**src/rtl/m_logconv_seq.sv**
```systemverilog
// Sequential log-domain converter: splits an unsigned N into its characteristic K
// (index of the leading one) and mantissa M (N normalised, leading one removed).
module m_logconv_seq #(
  parameter int wl_N = 32,
  parameter int wl_k = 5,
  parameter int wl_m = wl_N - 1
) (
  input  logic            clk,
  input  logic            rst,
  input  logic            IN_VALID,
  output logic            IN_READY,
  input  logic [wl_N-1:0] N,
  output logic            OUT_VALID,
  input  logic            OUT_READY,
  output logic [wl_k-1:0] K,
  output logic [wl_m-1:0] M,
  output logic            ZERO,
  output logic            BUSY,
  output logic [1:0]      dbg_state
);

  // Handshakes: a transfer happens on a rising edge where valid and ready are both 1.
  // Input side is ready only in IDLE; output side is valid only in DONE, where
  // K/M/ZERO stay frozen until the consumer takes them.

  typedef enum logic [1:0] {IDLE, DETECT, SHIFT, DONE} state_t;

  state_t          state, state_nx;
  logic [wl_N-1:0] work;
  logic [wl_N-1:0] work_nx;
  logic [wl_N-1:0] shamt;
  logic [wl_k-1:0] cnt;
  logic [wl_k-1:0] msb_idx;

  // Priority encoder: the highest set bit wins; an all-zero word encodes as 0.
  always_comb begin
    msb_idx = '0;
    for (int i = 0; i < wl_N; i++) begin
      if (work[i]) msb_idx = wl_k'(i);
    end
  end

  // Stage cnt normalises by 2**cnt whenever the matching K bit is clear, so the
  // total left shift over all stages is ~K = wl_N-1-K.
  always_comb begin
    shamt   = {{(wl_N-1){1'b0}}, 1'b1} << cnt;
    work_nx = K[cnt] ? work : (work << shamt);
  end

  always_ff @(posedge clk) begin
    if (rst) state <= IDLE;
    else     state <= state_nx;
  end

  always_comb begin
    state_nx = state;
    case (state)
      IDLE:    if (IN_VALID) state_nx = DETECT;
      DETECT:  state_nx = (work == '0) ? DONE : SHIFT;
      SHIFT:   if (cnt == '0) state_nx = DONE;
      DONE:    if (OUT_READY) state_nx = IDLE;
      default: state_nx = IDLE;
    endcase
  end

  always_comb begin
    IN_READY  = (state == IDLE) && !rst;
    OUT_VALID = (state == DONE);
    BUSY      = (state != IDLE);
    dbg_state = state;
  end

  always_ff @(posedge clk) begin
    if (rst) begin
      work <= '0;
      cnt  <= '0;
      K    <= '0;
      M    <= '0;
      ZERO <= 1'b0;
    end else begin
      case (state)
        IDLE: if (IN_VALID) work <= N;
        DETECT: begin
          K    <= msb_idx;
          M    <= '0;
          ZERO <= (work == '0);
          cnt  <= wl_k'(wl_k - 1);
        end
        SHIFT: begin
          work <= work_nx;
          cnt  <= cnt - 1'b1;
          if (cnt == '0) M <= work_nx[wl_m-1:0];
        end
        default: ;
      endcase
    end
  end

endmodule
```
**config.mk**
```make
export PLATFORM = sky130hd
export DESIGN_NAME = m_logconv_seq
export DESIGN_NICKNAME = d
export VERILOG_FILES = /design/src/rtl/m_logconv_seq.sv
export SDC_FILE = /design/constraint.sdc
export NUM_CORES = 1
export LEC_CHECK = 0
export ABC_CLOCK_PERIOD_IN_PS = 3100
export CORE_UTILIZATION = 57
export DETAILED_ROUTE_END_ITERATION = 10
export PLACE_DENSITY = 0.81
export SLEW_MARGIN = 0
export SYNTH_ARGS = -nofsm -noshare
export SYNTH_HDL_FRONTEND = slang
export SYNTH_SLANG_ARGS = --single-unit
```
**constraint.sdc**
```tcl
create_clock -name clk -period 3.1 [get_ports clk]
set_input_delay 0.31 -clock clk [delete_from_list [all_inputs] [get_ports clk]]
set_output_delay 0.31 -clock clk [all_outputs]
set_load 0.05 [all_outputs]
```
* Yosys cells after proc, flatten, opt, wreduce, memory -nomap -nowiden *
Index checks and enable logic that the tools add are counted.

storage, ports and cells
  register bits after elaboration = 76
  bits in latches = 0
  RAM bits = 0
  memory bits (read-only) = 0
  output and inout bits = 42
  word-level logic and storage cells = 74
  memories kept = 0

cells by class
  add/subtract/negate cells = 1
  multipliers = 0
  divide/modulo/power cells = 0
  $lt $le $gt $ge = 1
  equal/unequal tests = 7
  shifts and indexed selects = 2
  multiplexer cells = 44
  bitwise logic cells = 0
  reduce and logical (&&, ||, !) cells = 12

operators with widths
  kind                                                    number
  two-way mux 5 bit                                       30
  two-way mux 32 bit                                      2
  one-hot mux 32 bit (2 select lines)                     1
  one-hot mux 31 bit (2 select lines)                     1
  zero test 32 bit                                        1
  << shifter 1 x 5 -> 32 bit (first input constant)       1
  << shifter 32 x 32 -> 32 bit                            1
  two-way mux 31 bit                                      1
  one-hot mux 5 bit (2 select lines)                      1
  one-hot mux 2 bit (4 select lines)                      1
  two-way mux 2 bit                                       3
  inequality test 2 bit (second input constant)           3
  AND reduction 3 bit                                     2
  nonzero test 2 bit                                      3
  zero test 5 bit                                         1
  < comparator 5 x 4 -> 1 bit (second input constant)     1
  subtractor 5 x 1 -> 5 bit (second input constant)       1
  == test 2 bit (second input constant)                   2
  AND reduction 2 bit                                     2
  binary-select mux 1 bit (select 3 bit)                  1
  two-way mux 1 bit                                       3
  == test 2 x 1 -> 1 bit (second input constant)          1
  zero test 2 bit                                         1
  inequality test 2 x 1 -> 1 bit (second input constant)  1
  2 further kinds                                         2

* Depth between registers and ports, before layout *
  depth in word-level cells = 31
  mapped depth = 13
  depth with buffers taken out = 9

* Least setup slack after synthesis *
No wires, ideal clock.

  kind = flip-flop to flip-flop
  from = register cnt[0]
  to = register M[28]
  arrival = 2.547 ns
  required time = 2.961 ns
  setup slack = 0.414 ns
  stages on the path, launching flop included = 13
  cell sequence = dfxtp_1 -> clkbuf_1 -> inv_1 -> ha_1 -> buf_4 -> or4b_1 -> buf_6 -> and3_4 -> a22o_1 -> a211oi_1 -> o22ai_1 -> a32oi_1 -> a211oi_1

on the way
  longest elaborated chain between the ends = 5
  elaborated cells between the ends (all ways) = 10
  those cells by class = eq/ne (1); shift (2); mux (5); reduce/logical (2)

RTL lines
  item                                                                                         line    text
  from (decl)                                                                                  32      logic [wl_k-1:0] cnt;
  from (signal assigned)                                                                       87      cnt <= wl_k'(wl_k - 1);
  from (signal assigned)                                                                       91      cnt <= cnt - 1'b1;
  << shifter 1 x 5 -> 32 bit / binary-select mux 1 bit (select 3 bit) (equally long branches)  46, 47
  << shifter 32 x 32 -> 32 bit / two-way mux 1 bit (equally long branches)                     47      work_nx = K[cnt] ? work : (work << shamt);
  two-way mux 32 bit                                                                           47
  two-way mux 31 bit                                                                           92      if (cnt == '0) M <= work_nx[wl_m-1:0];
  one-hot mux 31 bit (2 select lines)                                                          81      case (state)
  to (signal assigned)                                                                         92
  to (decl)                                                                                    16      output logic [wl_m-1:0] M,

Several ways; a longest one is shown, not always the timed one. The select of a mux whose other input is x is not followed.
A chain may end at the register's enable or synchronous reset.

* Worst setup path after layout *
  from = register cnt[1]
  to = register M[19]

The elaborated chain is that of the path after synthesis.

==> reports/summary.txt <==
Final core occ - 67.9%
Clk_lat worst skew - 0.38 ns
Hold/Removal Path Class - register to register
Critical path fanouts, max - 9
Register area - 0.00152 sq mm
I/O Buffers - 77
Post-DR wirelength/cell - 25.1 um
Critical R2R Launch - cnt[1]$_SDFFE_PP0P_
Total die area - 0.0111 sq mm
Hold_buf cts - 0
EDFF count, synth - 0
Yosys warnings - 0
Psw - 5780 uW
Clock Path Buffers - 2
Ports - 78
Sequential element share of the synthesized area - 25.0%
Starting density of the core - 59.0%
CP Buf/Inv Count - 2
Seq cells post-synth - 76
Global-route wire length before repair - 36800 um
Multi-input gate area - 0.00390 sq mm
Seq pwr share - 19.3%
Hold Path Origin - M[19]$_SDFFE_PP0P_
Maximum vdd drop - 1.01 mV
Worst path slowest cell - or4b_1
Yosys top cell area share - 25.0%
Top post-synthesis cells by area - dfxtp_1 25%, a21oi_1 6.6%, nor2_1 6.4%
Initial DRC Count - 970
Delay-heaviest family, CP - compound AO/OA/AOI/OAI gates
Vias in the first global route - 6496
First-pass DRT Iterations - 5
Post-route cell area - 0.00701 sq mm
PwrDens - 1440 mW/mm^2
Final period util - 98.4%
Synthesis-to-finish area growth - 15.2%
Share of layout cells above drive strength 1 - 13.0%
Power share of the combinational group - 71.0%
Post-route ant nets - 0
CTS clock-pin slew for the worst setup and hold paths - 0.10 ns
Die H - 105 um
Main synth FF type - dfxtp_1
CP arrival - 3.27 ns
Worst path most repeated cell - o221ai_1
Kind of end point of the critical path - register
Fin. max-slew vios - 0
Area of the core - 0.0103 sq mm
Min Tclk post-route - 3.05 ns
Setup TNS - 0 ns
Clock Sinks - 76
RSZ-0062 raised after global routing - false
Post-synthesis average cell area - 7.83 sq um
Fillers - 840
Syn Nets - 823
CTS tree - done
Crit-path cells - inv_1, ha_1, or4b_1, buf_4, nand4_1, nand2_1, o21ai_1, o221ai_1, o221ai_1, a21oi_1
Largest net degree at the start of global routing - 74
Remaining DRCs - 0
Gr ovfl total - 0
Most common cell in the netlist - nor2_1
Gp weighted congestion - 1.13
Final setup violation count - 0
Final wirelength - 24100 um
CTS buffer count - 9
CP peak stage delay - 0.50 ns
Top achievable clock speed - 328 MHz
Synth async-reset ratio - 0%
H-tree Lvls - 3
P_leak - 0.00245 uW
Clk network pwr share - 9.6%
Max Cap Violations - 0
Mapped Area - 0.00609 sq mm
CP Class - register to register
GRT Util Overall - 43.4%
Synth Instances - 777
Cell taking the most area after synthesis - dfxtp_1
Die X - 105 um
Req. time, crit path - 3.32 ns
Via count - 7016
Final Hold Vio Count - 0
Clock Skew - 0.0233 ns
Worst setup SP type - register
Slew headroom - 40.6%
Commonest cells post-synth - 104 x nor2_1, 80 x a21oi_1, 77 x nand2_1
Critical path origin - cnt[1]$_SDFFE_PP0P_
Root buf cell - clkbuf_8
Nets - 866
HPWL Detailed - 17300 um
Total power - 10100 uW
Worst Max-Slew Pin Slew - 0.866 ns
Switch share - 57.4%
Status - complete, no violations
Dpl cell area - 0.00676 sq mm
Row count - 37
Vias per cell - 7.30
Hold_ws - 0.491 ns
Internal - 4290 uW
Initial antenna violation count - 0
Netlist cell types - 83
Diode count - 0
final timing paths:
kind                        end  slack, ns  cells past startpoint
max          M[19]$_SDFFE_PP0P_       0.05                     10
max reg2reg  M[19]$_SDFFE_PP0P_       0.05                     10
min reg2reg  M[19]$_SDFFE_PP0P_       0.49                      2
min          M[19]$_SDFFE_PP0P_       0.49                      2
state kept, by name, indices dropped and copies added, names as in the netlist:
signal	cells
ZERO	1
M	31
dbg_state	2
cnt	5
work	32
K	5
timing repair:
item                       in CTS  in global routing
resized for setup               0                  3
setup endpoints to repair       0                 21
buffers inserted                0                  0
final cells by class:
type                       count  share of cell area, %
multi-input combinational    607                   55.6
clock buffer                   9                   1.77
timing repair buffer         113                   16.0
clock inverter                 7                   1.73
tap                          136                   2.43
inverter                      13                  0.696
sequential                    76                   21.7
cell families after synthesis:
logic type | after synthesis | synth area share [%]
flip-flops | 76 | 25.0
adder cells (fa/ha/maj) | 10 | 2.06
AO/OA/AOI/OAI | 295 | 35.7
AND/OR/NAND/NOR | 287 | 23.5
XOR/XNOR | 3 | 0.432
multiplexers | 12 | 2.14
buffers and inverters | 94 | 11.2
layout by cell type, fill, tap and decap left out, types with 5 or more instances in the layout:
| cell | n |
|---|---|
| clkdlybuf4s50_1 | 76 |
| nand2_1 | 77 |
| o31ai_1 | 5 |
| a211oi_2 | 5 |
| buf_4 | 29 |
| ha_1 | 10 |
| dfxtp_1 | 75 |
| nor4_1 | 5 |
| o21ai_0 | 25 |
| nor2_1 | 104 |
| nand4_1 | 22 |
| inv_1 | 12 |
| nor3b_1 | 5 |
| a22o_1 | 5 |
| a221oi_1 | 10 |
| o21ai_1 | 8 |
| a211oi_1 | 40 |
| mux2i_1 | 7 |
| a311oi_1 | 15 |
| nor3_1 | 8 |
| o22ai_1 | 6 |
| a32oi_1 | 8 |
| buf_12 | 7 |
| a31oi_1 | 6 |
| o211ai_1 | 9 |
| clkbuf_8 | 9 |
| nand3_1 | 37 |
| a22oi_1 | 20 |
| a21oi_1 | 80 |
metrics by stage:
step,std cells,setup slack (ns)
2_1_floorplan,777,0.414
3_3_place_gp,945,0.122
3_5_place_dp,945,0.138
4_1_cts,961,0.0575
5_1_grt,961,0.0124
6_report,961,0.0481
power by group through the flow:
stage,clock network (uW),logic [uW],registers (uW)
floorplan,0,4540,2360
global placement,0,6770,1890
detailed placement,0,6880,1910
CTS,957,6920,1890
global route,1000,7520,1960
finish,971,7150,1950
worst register-to-register path, cell delays in order, from the launching register on:
cell and delay, ns:
dfxtp_2 0.39, inv_1 0.13, ha_1 0.20, or4b_1 0.50
buf_4 0.22, nand4_1 0.12, nand2_1 0.13, o21ai_1 0.48
o221ai_1 0.26, o221ai_1 0.36, a21oi_1 0.11
metal layers:
layer | GRT usage (%) | part of all wire [%]
met1 | 53.3 | 37
met3 | 9.77 | 11
met2 | 68.3 | 45
met4 | 28.0 | 7.6
met5 | 0 | 0
Note: power is estimated with default switching activity, not from simulation.
